**src/rtl/gcd_pkg.sv**
```systemverilog
// Shared definitions for the GCD request controller.
//   GCD_WIDTH : default operand/result width
//   state_e   : request FSM encoding (IDLE/LAUNCH/WAIT/HOLD, 2 bits)
package gcd_pkg;

    localparam int GCD_WIDTH = 4;

    typedef enum logic [1:0] {
        ST_IDLE   = 2'd0,
        ST_LAUNCH = 2'd1,
        ST_WAIT   = 2'd2,
        ST_HOLD   = 2'd3
    } state_e;

endpackage

```
**src/rtl/gcd_request_ctrl_if.sv**
```systemverilog
// Handshake bundle between the GCD initiator and the GCD responder.
//   START  : one-cycle request pulse (initiator -> responder)
//   X_OUT  : latched operand X        (initiator -> responder)
//   Y_OUT  : latched operand Y        (initiator -> responder)
//   DONE   : completion level         (responder -> initiator)
//   GCD_IN : result, valid while DONE (responder -> initiator)
interface gcd_request_ctrl_if import gcd_pkg::*; #(
    parameter int WIDTH = GCD_WIDTH
) ();

    logic             START;
    logic [WIDTH-1:0] X_OUT;
    logic [WIDTH-1:0] Y_OUT;
    logic             DONE;
    logic [WIDTH-1:0] GCD_IN;

    modport master (output START, X_OUT, Y_OUT, input DONE, GCD_IN);
    modport slave  (input START, X_OUT, Y_OUT, output DONE, GCD_IN);

endinterface

```
**src/rtl/gcd_request_ctrl_btn_debounce.sv**
```systemverilog
// Push-button debouncer: 2-flop synchronizer, stability counter and a
// one-cycle press pulse on the accepted 0->1 edge of the stable level.
//   CLK     : system clock
//   RESET   : synchronous active-high reset
//   btn_i   : raw asynchronous button, high = pressed
//   press_o : one-cycle pulse when a press is accepted (release gives none)
module btn_debounce #(
    parameter int DEBOUNCE_CYCLES = 16
) (
    input  logic CLK,
    input  logic RESET,
    input  logic btn_i,
    output logic press_o
);

    localparam int                CNT_W   = $clog2(DEBOUNCE_CYCLES);
    localparam logic [CNT_W-1:0]  CNT_MAX = CNT_W'(DEBOUNCE_CYCLES - 1);

    logic             sync1_q, sync2_q;
    logic             stable_q, stable_d;
    logic             press_q, press_d;
    logic [CNT_W-1:0] cnt_q, cnt_d;

    // The counter only runs while the synchronized input disagrees with the
    // accepted level, so any glitch shorter than DEBOUNCE_CYCLES restarts it.
    always_comb begin
        // NOTE: every always_comb output gets a default first so no path can
        // leave it unassigned and infer a latch.
        stable_d = stable_q;
        press_d  = 1'b0;
        cnt_d    = '0;
        if (sync2_q != stable_q) begin
            if (cnt_q == CNT_MAX) begin
                stable_d = sync2_q;
                press_d  = sync2_q;
            end else begin
                cnt_d = cnt_q + 1'b1;
            end
        end
    end

    always_ff @(posedge CLK) begin
        // NOTE: sequential state uses non-blocking assignments so every flop
        // samples the pre-edge value of its inputs, independent of order.
        if (RESET) begin
            sync1_q  <= 1'b0;
            sync2_q  <= 1'b0;
            stable_q <= 1'b0;
            press_q  <= 1'b0;
            cnt_q    <= '0;
        end else begin
            sync1_q  <= btn_i;
            sync2_q  <= sync1_q;
            stable_q <= stable_d;
            press_q  <= press_d;
            cnt_q    <= cnt_d;
        end
    end

    assign press_o = press_q;

endmodule

```
**src/rtl/gcd_request_ctrl.sv**
```systemverilog
// GCD initiator: debounces BTN_GO, latches operands, pulses START, waits for
// DONE, then captures and holds the result for display.
//   CLK, RESET            : clock, synchronous active-high reset
//   BTN_GO                : raw push-button
//   X_IN, Y_IN            : operands from switches
//   req (master)          : START/X_OUT/Y_OUT out, DONE/GCD_IN in
//   RESULT, RESULT_VALID  : captured answer and its valid flag
//   BUSY                  : high in LAUNCH/WAIT/HOLD
//   TIMEOUT               : sticky abort flag
// Build option: define GCD_REQ_TIMEOUT_EN to abort WAIT after TIMEOUT_CYCLES;
// without it WAIT holds indefinitely and TIMEOUT is tied low.
module gcd_request_ctrl import gcd_pkg::*; #(
    parameter int WIDTH           = GCD_WIDTH,
    parameter int DEBOUNCE_CYCLES = 16,
    parameter int TIMEOUT_CYCLES  = 255
) (
    input  logic               CLK,
    input  logic               RESET,
    input  logic               BTN_GO,
    input  logic [WIDTH-1:0]   X_IN,
    input  logic [WIDTH-1:0]   Y_IN,
    gcd_request_ctrl_if.master req,
    output logic [WIDTH-1:0]   RESULT,
    output logic               RESULT_VALID,
    output logic               BUSY,
    output logic               TIMEOUT
);

    logic             press;
    state_e           state_q, state_d;
    logic [WIDTH-1:0] x_q, x_d;
    logic [WIDTH-1:0] y_q, y_d;
    logic [WIDTH-1:0] result_q, result_d;
    logic             valid_q, valid_d;
    logic             timeout_q, timeout_d;

`ifdef GCD_REQ_TIMEOUT_EN
    localparam int               TMO_W   = $clog2(TIMEOUT_CYCLES);
    localparam logic [TMO_W-1:0] TMO_MAX = TMO_W'(TIMEOUT_CYCLES - 1);
    logic [TMO_W-1:0] tmo_q, tmo_d;
`endif

    btn_debounce #(
        .DEBOUNCE_CYCLES (DEBOUNCE_CYCLES)
    ) u_debounce (
        .CLK     (CLK),
        .RESET   (RESET),
        .btn_i   (BTN_GO),
        .press_o (press)
    );

    always_comb begin
        state_d   = state_q;
        x_d       = x_q;
        y_d       = y_q;
        result_d  = result_q;
        valid_d   = valid_q;
        timeout_d = timeout_q;
`ifdef GCD_REQ_TIMEOUT_EN
        // Cleared outside WAIT so each WAIT visit counts from zero.
        tmo_d     = '0;
`endif
        case (state_q)
            ST_IDLE: begin
                if (press) begin
                    if (X_IN != '0 && Y_IN != '0) begin
                        x_d       = X_IN;
                        y_d       = Y_IN;
                        valid_d   = 1'b0;
                        timeout_d = 1'b0;
                        state_d   = ST_LAUNCH;
                    end else begin
                        // gcd(0,y)=y and gcd(0,0)=0, so OR gives the answer
                        // without involving the responder.
                        result_d = X_IN | Y_IN;
                        valid_d  = 1'b1;
                    end
                end
            end
            ST_LAUNCH: state_d = ST_WAIT;
            ST_WAIT: begin
                if (req.DONE) begin
                    result_d = req.GCD_IN;
                    valid_d  = 1'b1;
                    state_d  = ST_HOLD;
                end
`ifdef GCD_REQ_TIMEOUT_EN
                else if (tmo_q == TMO_MAX) begin
                    timeout_d = 1'b1;
                    state_d   = ST_IDLE;
                end else begin
                    tmo_d = tmo_q + 1'b1;
                end
`endif
            end
            // Wait for DONE to drop so a stale level cannot complete the
            // next request.
            ST_HOLD: if (!req.DONE) state_d = ST_IDLE;
            default: state_d = ST_IDLE;
        endcase
    end

    always_ff @(posedge CLK) begin
        if (RESET) begin
            state_q   <= ST_IDLE;
            x_q       <= '0;
            y_q       <= '0;
            result_q  <= '0;
            valid_q   <= 1'b0;
            timeout_q <= 1'b0;
`ifdef GCD_REQ_TIMEOUT_EN
            tmo_q     <= '0;
`endif
        end else begin
            state_q   <= state_d;
            x_q       <= x_d;
            y_q       <= y_d;
            result_q  <= result_d;
            valid_q   <= valid_d;
            timeout_q <= timeout_d;
`ifdef GCD_REQ_TIMEOUT_EN
            tmo_q     <= tmo_d;
`endif
        end
    end

    // START is decoded from the state register, so it lasts exactly the one
    // LAUNCH cycle and drops with any reset.
    assign req.START    = (state_q == ST_LAUNCH);
    assign req.X_OUT    = x_q;
    assign req.Y_OUT    = y_q;
    assign RESULT       = result_q;
    assign RESULT_VALID = valid_q;
    assign BUSY         = (state_q != ST_IDLE);
`ifdef GCD_REQ_TIMEOUT_EN
    assign TIMEOUT      = timeout_q;
`else
    assign TIMEOUT      = 1'b0;
`endif

endmodule
```
**src/flat_wrapper.sv**
```systemverilog
// flat-port wrapper written by rule: the top's interface ports become plain ports
module gcd_request_ctrl_flat import gcd_pkg::*;
#(
    parameter int WIDTH           = GCD_WIDTH,
    parameter int DEBOUNCE_CYCLES = 16,
    parameter int TIMEOUT_CYCLES  = 255
)
  (CLK, RESET, BTN_GO, X_IN, Y_IN, RESULT, RESULT_VALID, BUSY, TIMEOUT, req_START, req_X_OUT, req_Y_OUT, req_DONE, req_GCD_IN);
  gcd_request_ctrl_if #(.WIDTH(WIDTH)) req_i ();
  input  logic CLK;
  input  logic RESET;
  input  logic BTN_GO;
  input  logic [WIDTH-1:0] X_IN;
  input  logic [WIDTH-1:0] Y_IN;
  output logic [WIDTH-1:0] RESULT;
  output logic RESULT_VALID;
  output logic BUSY;
  output logic TIMEOUT;
  output wire logic [$bits(req_i.START)-1:0] req_START;
  output wire logic [$bits(req_i.X_OUT)-1:0] req_X_OUT;
  output wire logic [$bits(req_i.Y_OUT)-1:0] req_Y_OUT;
  input wire logic [$bits(req_i.DONE)-1:0] req_DONE;
  input wire logic [$bits(req_i.GCD_IN)-1:0] req_GCD_IN;
  assign req_START = req_i.START;
  assign req_X_OUT = req_i.X_OUT;
  assign req_Y_OUT = req_i.Y_OUT;
  assign req_i.DONE = req_DONE;
  assign req_i.GCD_IN = req_GCD_IN;
  gcd_request_ctrl #(.WIDTH(WIDTH), .DEBOUNCE_CYCLES(DEBOUNCE_CYCLES), .TIMEOUT_CYCLES(TIMEOUT_CYCLES)) u_core (.CLK(CLK), .RESET(RESET), .BTN_GO(BTN_GO), .X_IN(X_IN), .Y_IN(Y_IN), .req(req_i), .RESULT(RESULT), .RESULT_VALID(RESULT_VALID), .BUSY(BUSY), .TIMEOUT(TIMEOUT));
endmodule
```
**config.mk**
```make
export PLATFORM = sky130hd
export DESIGN_NAME = gcd_request_ctrl_flat
export DESIGN_NICKNAME = d
export VERILOG_FILES = /design/src/rtl/gcd_pkg.sv /design/src/rtl/gcd_request_ctrl_if.sv /design/src/rtl/gcd_request_ctrl_btn_debounce.sv /design/src/rtl/gcd_request_ctrl.sv /design/src/flat_wrapper.sv
export SDC_FILE = /design/constraint.sdc
export NUM_CORES = 1
export LEC_CHECK = 0
export CAP_MARGIN = 40
export CORE_AREA = 4 4 65 67
export CTS_BUF_LIST = sky130_fd_sc_hd__clkbuf_8
export CTS_CLUSTER_SIZE = 40
export DETAILED_ROUTE_END_ITERATION = 12
export DIE_AREA = 0 0 69 71
export SLEW_MARGIN = 20
export SYNTH_ARGS = -nofsm -noshare
export SYNTH_HDL_FRONTEND = slang
export SYNTH_SLANG_ARGS = --single-unit
```
**constraint.sdc**
```tcl
create_clock -name CLK -period 2.54 [get_ports CLK]
set_clock_uncertainty 0.2 [all_clocks]
set_input_delay 0.508 -clock CLK [delete_from_list [all_inputs] [get_ports CLK]]
set_output_delay 0.508 -clock CLK [all_outputs]
set_load 0.02 [all_outputs]
```
Word-level counts from Yosys, hierarchy flattened:

Index checks and enable logic that the tools add are counted.

* latch bits: 0
* bits in read-only memories: 0
* logic and storage cells: 50
* memory bits (writable): 0
* output and inout bits: 16
* register bits after elaboration: 23
* memories: 0

* div/mod/pow operators: 0
* muxes and demuxes: 13
* $lt $le $gt $ge: 0
* reductions and logical operators: 13
* $mul: 0
* shifts and indexed selects: 0
* add/subtract/negate cells: 1
* bitwise operators: 3
* eq/ne operators: 10

Operators by type and width (number)
* 4-bit two-way mux: 3
* 2-bit two-way mux: 4
* 2-bit != test, second input constant: 4
* 2-bit case mux with 4 select lines: 1
* 4-bit case mux with 2 select lines: 1
* 4-bit AND reduction: 2
* 4-bit nonzero test: 2
* 3-bit AND reduction: 2
* 3-bit OR reduction: 2
* 4-bit by 1-bit adder with 4-bit output, second input constant: 1
* 2-bit equality test, second input constant: 2
* 4-bit equality test, second input constant: 1
* 4-bit bitwise OR: 1
* 2-bit nonzero test: 2
* 1-bit two-way mux: 3
* 2-bit by 1-bit equality test with 1-bit output, second input constant: 1
* 2-bit zero test: 1
* 2-bit by 1-bit != test with 1-bit output, second input constant: 1
* 1-bit inverter: 2
* 1-bit case mux with 2 select lines: 1
* 2-bit AND reduction: 1
* 1-bit logical AND: 1
* 1-bit != test: 1

Logic depth before layout (Yosys ltp):

* depth after elaboration: 5
* depth in mapped cells: 6
* gate-level depth less buffers: 6

Hierarchy:

A second synthesis with hierarchy kept.

* cells, all modules: 110
* area total of the unflattened synthesis: 1071.0 µm²

By module, submodules not included
* gcd_request_ctrl: cells each 85, sequential area each 300.3 µm², instances 1, area an instance 789.5 µm²
* btn_debounce: cells each 25, sequential area each 160.2 µm², instances 1, area an instance 281.5 µm²

Worst setup path after synthesis:

No wires, ideal clock.

* path kind: register -> register
* start: register u_core.state_q[0]
* end: register u_core.result_q[1], in the netlist u_core.RESULT[1]
* period minus slack after synthesis: 1.940 ns
* path buffers: 0
* data arrival time: 1.669 ns
* stages on the path, launching flop included: 7
* setup time: 0.071 ns
* path slack: 0.600 ns
* cell sequence: dfxtp_1 > inv_1 > ha_1 > nand2b_1 > o211ai_1 > or4_1 > a21oi_1

* longest elaborated chain between the ends: 3
* elaborated cells on any way between the ends: 8

RTL lines
* from (decl): RTL line gcd_request_ctrl.sv:30 `state_e state_q, state_d;`
* from (signal assigned): RTL line gcd_request_ctrl.sv:115 `state_q <= state_d;`
* 2-bit equality test / 2-bit zero test (equally long branches): RTL line gcd_request_ctrl.sv:63 `case (state_q)`
* 2-bit != test (no line) / 2-bit nonzero test (equally long branches)
* 4-bit AND reduction (no line)
* to (signal assigned): RTL line gcd_request_ctrl.sv:118 `result_q <= result_d;`
* to (decl): RTL line gcd_request_ctrl.sv:33 `logic [WIDTH-1:0] result_q, result_d;`

Several ways; a longest one is shown, not always the timed one.
A chain may end at the register's enable or synchronous reset.

Worst setup path in the final report:

* start: input port Y_IN[3]
* end: register u_core.result_q[3], in the netlist u_core.RESULT[3]

* longest elaborated chain between the ends: 4
* elaborated cells on any way between the ends: 8

RTL lines
* from (decl): RTL line flat_wrapper.sv:14 `input logic [WIDTH-1:0] Y_IN;`
* 4-bit nonzero test / 4-bit bitwise OR (equally long branches): RTL line gcd_request_ctrl.sv:66, gcd_request_ctrl.sv:75
* 1-bit logical AND / 4-bit two-way mux (equally long branches): RTL line gcd_request_ctrl.sv:66 `if (X_IN != '0 && Y_IN != '0) begin`
* 2-bit != test (no line) / 4-bit two-way mux (equally long branches)
* 4-bit AND reduction (no line) / 4-bit case mux with 2 select lines (equally long branches)

Several ways; a longest one is shown, not always the timed one. The select of a mux whose other input is x is not followed.

==> results.md <==
- Total grt overflow: 0
- PwrDens: 572 nW/um^2
- First-pass GRT wire length: 3960 um
- Total clock buffers created by CTS: 3
- Pre-Repair DR Iteration Count: 4
- Filler cell count: 377
- Placed Instances: 191
- CTS max path bufs: 2
- Final Util: 41.6%
- Psw: 261 uW
- Post-Synthesis Cells: 112
- Vias: 886
- Total GRT Usage: 10.0%
- Sw frac: 30.3%
- WP data arrival: 2270 ps
- Hold crit path type: reg2reg
- P_leak: 0.546 nW
- Top cell type's share of synthesized area: 42.6%
- Ant diodes: 0
- IO Port Bufs: 30
- Compound-Gate Fraction of Synth Area: 9.15%
- Crit. End Element: flip-flop
- Min Tclk post-route: 2290 ps
- Maximum clock rate: 437 MHz
- GP Congestion: 0.803
- Post-Synth Adder-Cell Area: 6.95%
- CTS sink cnt: 23
- HPWL after detailed placement: 1950 um
- Core Area: 3630 um^2
- WL/cell: 12.5 um
- Die span in x: 69 um
- Clock Root Buffer: clkbuf_8
- Finished Layout Cells: 195
- Post-synthesis xor/xnor area fraction: 2.43%
- Synth Net Count: 134
- Synth warn: 0
- VDD IR-drop max: 237 uV
- Share of cells above drive strength 1: 8.84%
- Data required, critical path: 2520 ps
- Std-Cell Rows: 22
- Sequential fraction of the synthesis area: 42.6%
- Largest net degree at the start of global routing: 15
- Largest family of logic cells by synthesized area: simple AND/OR/NAND/NOR gates
- Max-cap violation count: 0
- Via density: 4.54
- Vias in the first global route: 834
- Number of synthesized register bits: 23
- Final Hold Vio Count: 0
- Mapped Area: 1080 um^2
- Path type of the worst setup path: in2reg
- Status: complete, no violations
- Sequential power share: 45.0%
- Post-DRT Antenna Nets: 0
- Die area: 4900 um^2
- Clock power frac: 26.9%
- Slew Limit Fails: 0
- Synth cell types: 29
- Worst setup SP type: primary input
- H-tree Lvls: 1
- Die Y: 71 um
- Total wire length: 2440 um
- Synth area leader: dfxtp_1
- Tot Pwr: 864 uW
- Area grow syn2layout: 39.9%
- Initial DRC count: 28
- Worst-path clk slew: 90 ps
- Max Fanout on Critical Path: 7
- Hold slack: 250 ps
- Clock latency on the worst-skew pair: 270 ps
- Int Power: 602 uW
- Synth area leaders: dfxtp_1, mux2i_1, ha_1
- Final nets: 170
- DR DRC count: 0
- Starting Density: 29.7%
- Comb power frac: 28.1%
- Mux share of post-synthesis cell area: 9.27%
- Synthesized area per cell: 9.64 um^2
- Fin crit share: 90.0%
- # IOs: 32
- Synth Area in Simple Gates: 26.1%
- RSZ-0062 raised after global routing: no
- Initial antenna violation count: 0
- Post-CTS Setup Inserts: 0
- TritonCTS clock tree: done
- Final setup vio count: 0
-- through the flow --
stage                     cell area [um^2]  worst slack [ps]  setup TNS (ps)
after CTS                             1510              16.8               0
after global placement                1460              72.8               0
final                                 1510               253               0
after global routing                  1510              52.2               0
after detailed placement              1460             -19.0           -19.0
after floorplan                       1080               600               0
-- repair_timing --
action,4_1_cts,5_1_grt
endpoints found under the setup margin,0,1
hold buffers,0,0
gates resized for setup,0,1
-- final timing paths --
path              slack, ps                            startpoint                              endpoint  cells after the start
setup reg to reg        270        u_core.state_q[0]$_SDFFE_PP0P_         u_core.RESULT[3]$_SDFFE_PP0P_                      6
hold / removal          250  u_core.u_debounce.sync1_q$_SDFF_PP0_  u_core.u_debounce.sync2_q$_SDFF_PP0_                      1
hold reg to reg         250  u_core.u_debounce.sync1_q$_SDFF_PP0_  u_core.u_debounce.sync2_q$_SDFF_PP0_                      1
setup / recovery        250                               Y_IN[3]         u_core.RESULT[3]$_SDFFE_PP0P_                      5
-- Yosys cell counts --
| master | count |
|---|---|
| dfxtp_1 | 23 |
| nor2_1 | 13 |
| mux2i_1 | 10 |
| ha_1 | 6 |
| nor2b_1 | 6 |
| a21oi_1 | 5 |
| nor3_1 | 5 |
| inv_1 | 4 |
| nand2_1 | 4 |
| nand2b_1 | 4 |
| o21ai_0 | 4 |
| or4_1 | 4 |
| clkbuf_1 | 3 |
| a221oi_1 | 2 |
| a31oi_1 | 2 |
| nand3_1 | 2 |
| nor4_4 | 2 |
| xnor2_1 | 2 |
| a21o_1 | 1 |
| and3_1 | 1 |
| buf_4 | 1 |
| conb_1 | 1 |
| nor3_2 | 1 |
| nor3_4 | 1 |
| nor4b_1 | 1 |
| o2111ai_1 | 1 |
| o211ai_1 | 1 |
| or2_1 | 1 |
| xor2_1 | 1 |
-- cell type report --
cell class / count / area, um^2 / share of cell area, %
Clock buffer: 3 / 41.3 / 2.73
Sequential cell: 23 / 460 / 30.5
Clock inverter: 1 / 7.51 / 0.497
Timing Repair Buffer: 35 / 340 / 22.5
Tap cell: 48 / 60.1 / 3.98
Inverter: 4 / 15.0 / 0.994
Multi-Input combinational cell: 81 / 586 / 38.8
-- cells by family after synthesis --
group | Yosys count
multiplexers | 10
AO/OA/AOI/OAI | 16
buffers and inverters | 8
other | 1
flip-flops | 23
XOR/XNOR | 3
adder cells (fa/ha/maj) | 6
AND/OR/NAND/NOR | 45
-- per-layer routing --
layer / routed length [um] / part of all wire [%] / vias to the layer above / global-route usage, %
li1: - / - / 459 / -
met1: 1070 / 44 / 403 / 11.4
met2: 1230 / 50 / 20 / 16.9
met3: 88 / 3.6 / 4 / 2.56
met4: 55 / 2.3 / 0 / 5.86
met5: 0 / 0 / - / 0
-- power groups by stage --
stage               clock network [mW]  registers [mW]  logic, mW
finish                           0.233           0.388      0.243
global route                     0.259           0.392      0.269
detailed placement                   0           0.397      0.246
global placement                     0           0.396      0.241
floorplan                            0           0.407      0.126
CTS                              0.244           0.389      0.246
-- sequential cells by signal, summed over array words and instances, names as in the netlist --
register and cells:
u_core.req.X_OUT 4, u_core.u_debounce.stable_q 1, u_core.RESULT 4, u_core.RESULT_VALID 1, u_core.u_debounce.cnt_q 4, u_core.u_debounce.press_o 1, u_core.u_debounce.sync1_q 1, u_core.req.Y_OUT 4
u_core.u_debounce.sync2_q 1, u_core.state_q 2
-- critical path: stages --
cell	delay, ps
clkdlybuf4s50_1	490
nor4_4	430
nor3_2	140
or4_1	540
a21oi_1	170
-- layout by cell type (no fill, tap or decap) --
cell / synthesis / layout
nor2_1: 13 / 13
clkdlybuf4s50_1: 0 / 29
conb_1: 1 / 1
o2111ai_1: 1 / 1
o211ai_1: 1 / 1
or2_1: 1 / 1
a21o_1: 1 / 1
buf_4: 1 / 5
inv_1: 4 / 4
clkbuf_8: 0 / 3
dlymetal6s2s_1: 0 / 1
nor3_4: 1 / 1
nor2b_1: 6 / 6
nand2b_1: 4 / 4
clkinvlp_4: 0 / 1
nor4_4: 2 / 2
mux2i_1: 10 / 10
a221oi_1: 2 / 2
nor4b_1: 1 / 1
or4_1: 4 / 4
a31oi_1: 2 / 2
xnor2_1: 2 / 2
xor2_1: 1 / 1
nand2_1: 4 / 4
nor3_1: 5 / 5
ha_1: 6 / 6
a21oi_1: 5 / 5
dfxtp_1: 23 / 23
nand3_1: 2 / 2
nor3_2: 1 / 1
and3_1: 1 / 1
o21ai_0: 4 / 4
Power figures use the tool's default switching activity.
==> variant 1 (same flow settings) <==
Reset style: asynchronous (`RESET`), changed in 2 clocked blocks. Comments in the files are not updated.
--- a/src/rtl/gcd_request_ctrl_btn_debounce.sv
+++ b/src/rtl/gcd_request_ctrl_btn_debounce.sv
@@ -39,7 +39,7 @@
         end
     end
 
-    always_ff @(posedge CLK) begin
+    always_ff @(posedge CLK or posedge RESET) begin
         // NOTE: sequential state uses non-blocking assignments so every flop
         // samples the pre-edge value of its inputs, independent of order.
         if (RESET) begin
--- a/src/rtl/gcd_request_ctrl.sv
+++ b/src/rtl/gcd_request_ctrl.sv
@@ -100,7 +100,7 @@
         endcase
     end
 
-    always_ff @(posedge CLK) begin
+    always_ff @(posedge CLK or posedge RESET) begin
         if (RESET) begin
             state_q   <= ST_IDLE;
             x_q       <= '0;
Check against the original RTL: no difference found for any inputs over 10 cycles, from zero or initial values and one cycle with RESET high; that may be too few to reach the edited logic, so the function may still have changed.
==> variant 1 against the unedited design <==
Fmax fell by 6.2%; design area rose by 2.0%; global-route usage fell by 0.21 points; synthesized cell count fell by 18%; wire length fell by 8.2%; sequential share of layout area rose by 6.9 points; sequential cell count did not move; worst setup slack got worse by 0.15 ns; first-iteration DRC count fell by 57%; area after synthesis rose by 2.8%; count of clock-buffer cells in the layout did not move.
Power is not compared: it rests on default switching activity, and its combinational part moved more than twofold at a synthesized area within 25%.
==> variant 1: results (changes against the unedited design) <==
clock_tree:
  clock_tree.root_cell: "clkbuf_8"
  clk_latency_ns: 0.25  # -0.02 ns
global_routing:
  grt_use_total_pct: 9.82  # -0.21 points
  grt_max_degree: 24  # +9
  grt_util_met2_pct: 16.4  # -0.53 points
  grt_use_met1_pct: 11.8  # +0.38 points
  grt_pass1_vias: 897  # +7.6%
placement:
  preCtsSetupSlack_ns: 0.0275  # +0.0465 ns
  dp.cells: 173  # -9.4%
  placed_area_um2: 1500  # +2.5%
  dp_hpwl_mm: 1.81  # -7.2%
drt:
  met1_length_um: 986  # -7.5%
  wl_met2_mm: 1.06  # -14%
  drt-vias-per-instance: 4.49  # -1.3%
  met3_length_um: 176  # +100%
  wl_per_cell_um: 12.6  # +1.2%
setup_path:
  critPathTopFamily: "buffers and inverters"
  r2r-end: "u_core.RESULT[2]$_DFFE_PP0P_"
  critPathCapture: "BUSY"
  cp_max_fo: 6  # -1
  slowest_stage: "clkdlybuf4s50_1"
  worstSetupStartpoint: "u_core.state_q[0]$_DFFE_PP0P_"
  max_stage_delay_ns: 0.60  # +0.06 ns
  r2r_slack_ns: 0.42  # +0.15 ns
  cp.arrival_ns: 1.73  # -0.54 ns
logic_synthesis:
  netlist_instances: 92  # -18%
  synth.net_count: 113  # -16%
  ys_seq_area_share_pct: 51.9  # +9.2 points
  synthTopCellsByArea: "dfrtp_1 (52%), ha_1 (5.6%), a22o_1 (5.5%), mux2_4 (5.4%), nor4_4 (3.8%)"
  async_flop_share_pct: 100  # +100 points
timing:
  hold_ws_ns: 0.156  # -0.0942 ns
  fin_crit_sh_pct: 96.0  # +6.0 points
hold_path:
  hold_depth: 0  # -1
  worstHoldStart: "u_core.u_debounce.sync1_q$_DFF_PP0_"
  hold_path_end: "u_core.u_debounce.sync2_q$_DFF_PP0_"
finish:
  layout.cells.non_filler: 177  # -9.2%
  syn2layout_area_growth_pct: 38.8
run_status:
  status: "finished, final reports clean"
==> variant 1: cell types whose count changed after synthesis, moves of 4 or more <==
cell	change
nand2_1	+4
nand2b_1	-4
nor2_1	-4
nor3_1	-5
mux2_4	+4
a22o_1	+7
dfxtp_1	-23
nor2b_1	-5
dfrtp_1	+23
or4_1	-4
mux2i_1	-10
==> variant 1: area by class of cell <==
class	count	area share (%)
Multi-Input combinational cell	61	32.2
Clock inverter	1	0.244
Inverter	5	1.22
Timing Repair Buffer	36	22.4
Clock buffer	3	2.68
Sequential cell	23	37.4
Tap cell	48	3.90
==> variant 1: logic make-up (layout without fill, tap and decap cells) <==
kind of cell | after synthesis | after routing | synth area share [%]
other | 1 | 1 | 0.338
adders and majority gates | 5 | 5 | 5.64
xor gates and xnor gates | 2 | 2 | 1.58
buffers and inverters | 8 | 45 | 3.50
AOI/OAI and AO/OA | 19 | 19 | 14.1
muxes | 6 | 6 | 7.44
DFF | 23 | 23 | 51.9
and+or+nand+nor | 28 | 28 | 15.6
==> variant 2 (same flow settings) <==
Without the edit above. `DEBOUNCE_CYCLES` is set to 16 in 3 places; all go to 32.
--- a/src/rtl/gcd_request_ctrl_btn_debounce.sv
+++ b/src/rtl/gcd_request_ctrl_btn_debounce.sv
@@ -5,7 +5,7 @@
 //   btn_i   : raw asynchronous button, high = pressed
 //   press_o : one-cycle pulse when a press is accepted (release gives none)
 module btn_debounce #(
-    parameter int DEBOUNCE_CYCLES = 16
+    parameter int DEBOUNCE_CYCLES = 32
 ) (
     input  logic CLK,
     input  logic RESET,
--- a/src/rtl/gcd_request_ctrl.sv
+++ b/src/rtl/gcd_request_ctrl.sv
@@ -11,7 +11,7 @@
 // without it WAIT holds indefinitely and TIMEOUT is tied low.
 module gcd_request_ctrl import gcd_pkg::*; #(
     parameter int WIDTH           = GCD_WIDTH,
-    parameter int DEBOUNCE_CYCLES = 16,
+    parameter int DEBOUNCE_CYCLES = 32,
     parameter int TIMEOUT_CYCLES  = 255
 ) (
     input  logic               CLK,
--- a/src/flat_wrapper.sv
+++ b/src/flat_wrapper.sv
@@ -2,7 +2,7 @@
 module gcd_request_ctrl_flat import gcd_pkg::*;
 #(
     parameter int WIDTH           = GCD_WIDTH,
-    parameter int DEBOUNCE_CYCLES = 16,
+    parameter int DEBOUNCE_CYCLES = 32,
     parameter int TIMEOUT_CYCLES  = 255
 )
   (CLK, RESET, BTN_GO, X_IN, Y_IN, RESULT, RESULT_VALID, BUSY, TIMEOUT, req_START, req_X_OUT, req_Y_OUT, req_DONE, req_GCD_IN);
Function: same outputs for any inputs over 10 cycles, from zero or initial values and one cycle with RESET high; that may be too few to reach the edited logic, so the function may still have changed.
==> variant 2 against the unedited design <==
Sequential cell count grew 1; area after synthesis grew 1.6%; worst setup slack gained 0.064 ns; fmax grew 2.9%; critical endpoint is now u_core.RESULT[2]$_SDFFE_PP0P_; design area grew 3.6%; wire length grew 0.49%; via count grew 4.0%; register-to-register slack gained 0.22 ns.
Power is not compared: it rests on default switching activity, and its combinational part moved more than twofold at a synthesized area within 25%.
==> variant 2: results (changes against the unedited design) <==
run_status:
  status: "finished, final reports clean"
clock_tree:
  numCtsBuffers: 3  # unchanged
  clk_latency_ns: 0.26
  cts.clk_slew.worst_paths_ns: 0.08
  cts_resized: 0  # unchanged
  post_cts_buffers: 0  # unchanged
  cts_buffer_depth: 2  # unchanged
  clock_tree.root_cell: "clkbuf_8"
  htreeDepth: 1  # unchanged
setup_path:
  cp.arrival_ns: 2.22  # -0.05 ns
  worst_r2r_path_depth: 6  # unchanged
  critPathTopFamily: "simple AND/OR/NAND/NOR gates"
  slowest_stage: "or4_1"
  max_stage_delay_ns: 0.53
  cp_max_fo: 6  # -1
drt:
  firstDrtPassIters: 3  # -1
  drt-vias-per-instance: 4.63  # +1.9%
  met1_length_mm: 1.11  # +4.4%
  met3_length_um: 109  # +24%
  highest_layer: "met4"
  vias: 921  # +4.0%
  wirelength_mm: 2.45  # +0.49%
  drtIter0Drc: 23  # -18%
  wl_met2_mm: 1.19  # -2.6%
logic_synthesis:
  ys_types: 29  # unchanged
  synth_common_cells: "dfxtp_1 (24), nor2_1 (16), mux2i_1 (9), ha_1 (7), a21oi_1 (6)"
  syn_avg_cell_area_um2: 9.63  # -0.16%
  ys_seq_area_share_pct: 43.8  # +1.1 points
  async_flop_share_pct: 0  # unchanged
  yosys_warnings: 0  # unchanged
  synth.net_count: 137  # +2.2%
  ys.flop_type: "dfxtp_1"
  synthTopCellsByArea: "dfxtp_1 (44%), mux2i_1 (8.2%), ha_1 (8.0%), nor2_1 (5.5%), nor4_4 (3.9%)"
finish:
  final_nets: 175  # +2.9%
  drive_above_1_share_pct: 9.93  # +1.1 points
  max_flop_register: "u_core.u_debounce.cnt_q"
  antenna_cells: 0  # unchanged
  largest_reg_flops: 5
power_and_ir_drop:
  ir_drop_mv: 0.250
  p_leak_nw: 0.574
placement:
  dp.cells: 195  # +2.1%
  dp_hpwl_mm: 1.99  # +2.0%
  port_buffers: 30  # unchanged
  place_congestion: 0.797  # -0.83%
  preCtsSetupSlack_ns: 0.0512  # +0.0701 ns
global_routing:
  grt_pass1_vias: 931  # +12%
  grt_use_total_pct: 10.3  # +0.31 points
  grt_max_degree: 15  # unchanged
  grt_pass1_wl_mm: 4.22  # +6.4%
  grt_antenna_before_repair: 0  # unchanged
hold_path:
  hold_class: "reg -> reg"
  hold_depth: 1  # unchanged
[variant 2: through the flow]
stage                     utilization (%)  hold WS (ns)  cell area (um^2)
final                                43.1         0.248              1570
after global routing                 43.1         0.279              1570
after CTS                            43.0         0.244              1560
after detailed placement             41.0         0.237              1490
after global placement               41.0         0.223              1490
after floorplan                         -         0.214              1100
[variant 2: worst reg2reg max path, delay by kind of cell (launching register included)]
kind	cells	cell delay, ns
buf+inv	1	0.10
fa+ha+maj	1	0.31
simple gates	2	0.69
flops	1	0.38
compound gates	2	0.32
[variant 2: layer usage]
metal  vias to the layer above  track usage (%)
met4                         0             4.34
met2                        17             17.8
li1                        470                -
met3                         4             2.98
met1                       430             12.0
met5                         -                0
[variant 2: cells by family after synthesis]
group | after synthesis | synth area share (%)
flip-flops | 24 | 43.8
AND/OR/NAND/NOR | 45 | 25.4
multiplexers | 9 | 8.21
other | 1 | 0.342
adder cells (fa/ha/maj) | 7 | 7.98
XOR/XNOR | 3 | 2.39
AO/OA/AOI/OAI | 17 | 8.78
buffers and inverters | 8 | 3.08
[variant 2: worst paths after layout]
check | slack (ns) | from | end
hold reg to reg | 0.25 | u_core.u_debounce.sync1_q$_SDFF_PP0_ | u_core.u_debounce.sync2_q$_SDFF_PP0_
hold / removal | 0.25 | u_core.u_debounce.sync1_q$_SDFF_PP0_ | u_core.u_debounce.sync2_q$_SDFF_PP0_
setup / recovery | 0.32 | Y_IN[0] | u_core.RESULT[2]$_SDFFE_PP0P_
setup reg to reg | 0.49 | u_core.state_q[0]$_SDFFE_PP0P_ | u_core.RESULT[2]$_SDFFE_PP0P_
[variant 2: cell type report]
cell class                 instances  area [um^2]
clock inverter                     1         30.0
sequential                        24          480
tap                               48         60.1
inverter                           4         15.0
clock buffer                       3         41.3
fill                             363         2070
multi-input combinational         82          583
timing repair buffer              37          355
[variant 2: power breakdown]
| part | internal, mW | switching (mW) |
|---|---|---|
| sequential | 0.378 | 0.00117 |
| clock | 0.211 | 0.120 |
| combinational | 0.0307 | 0.0240 |
| total | 0.619 | 0.145 |
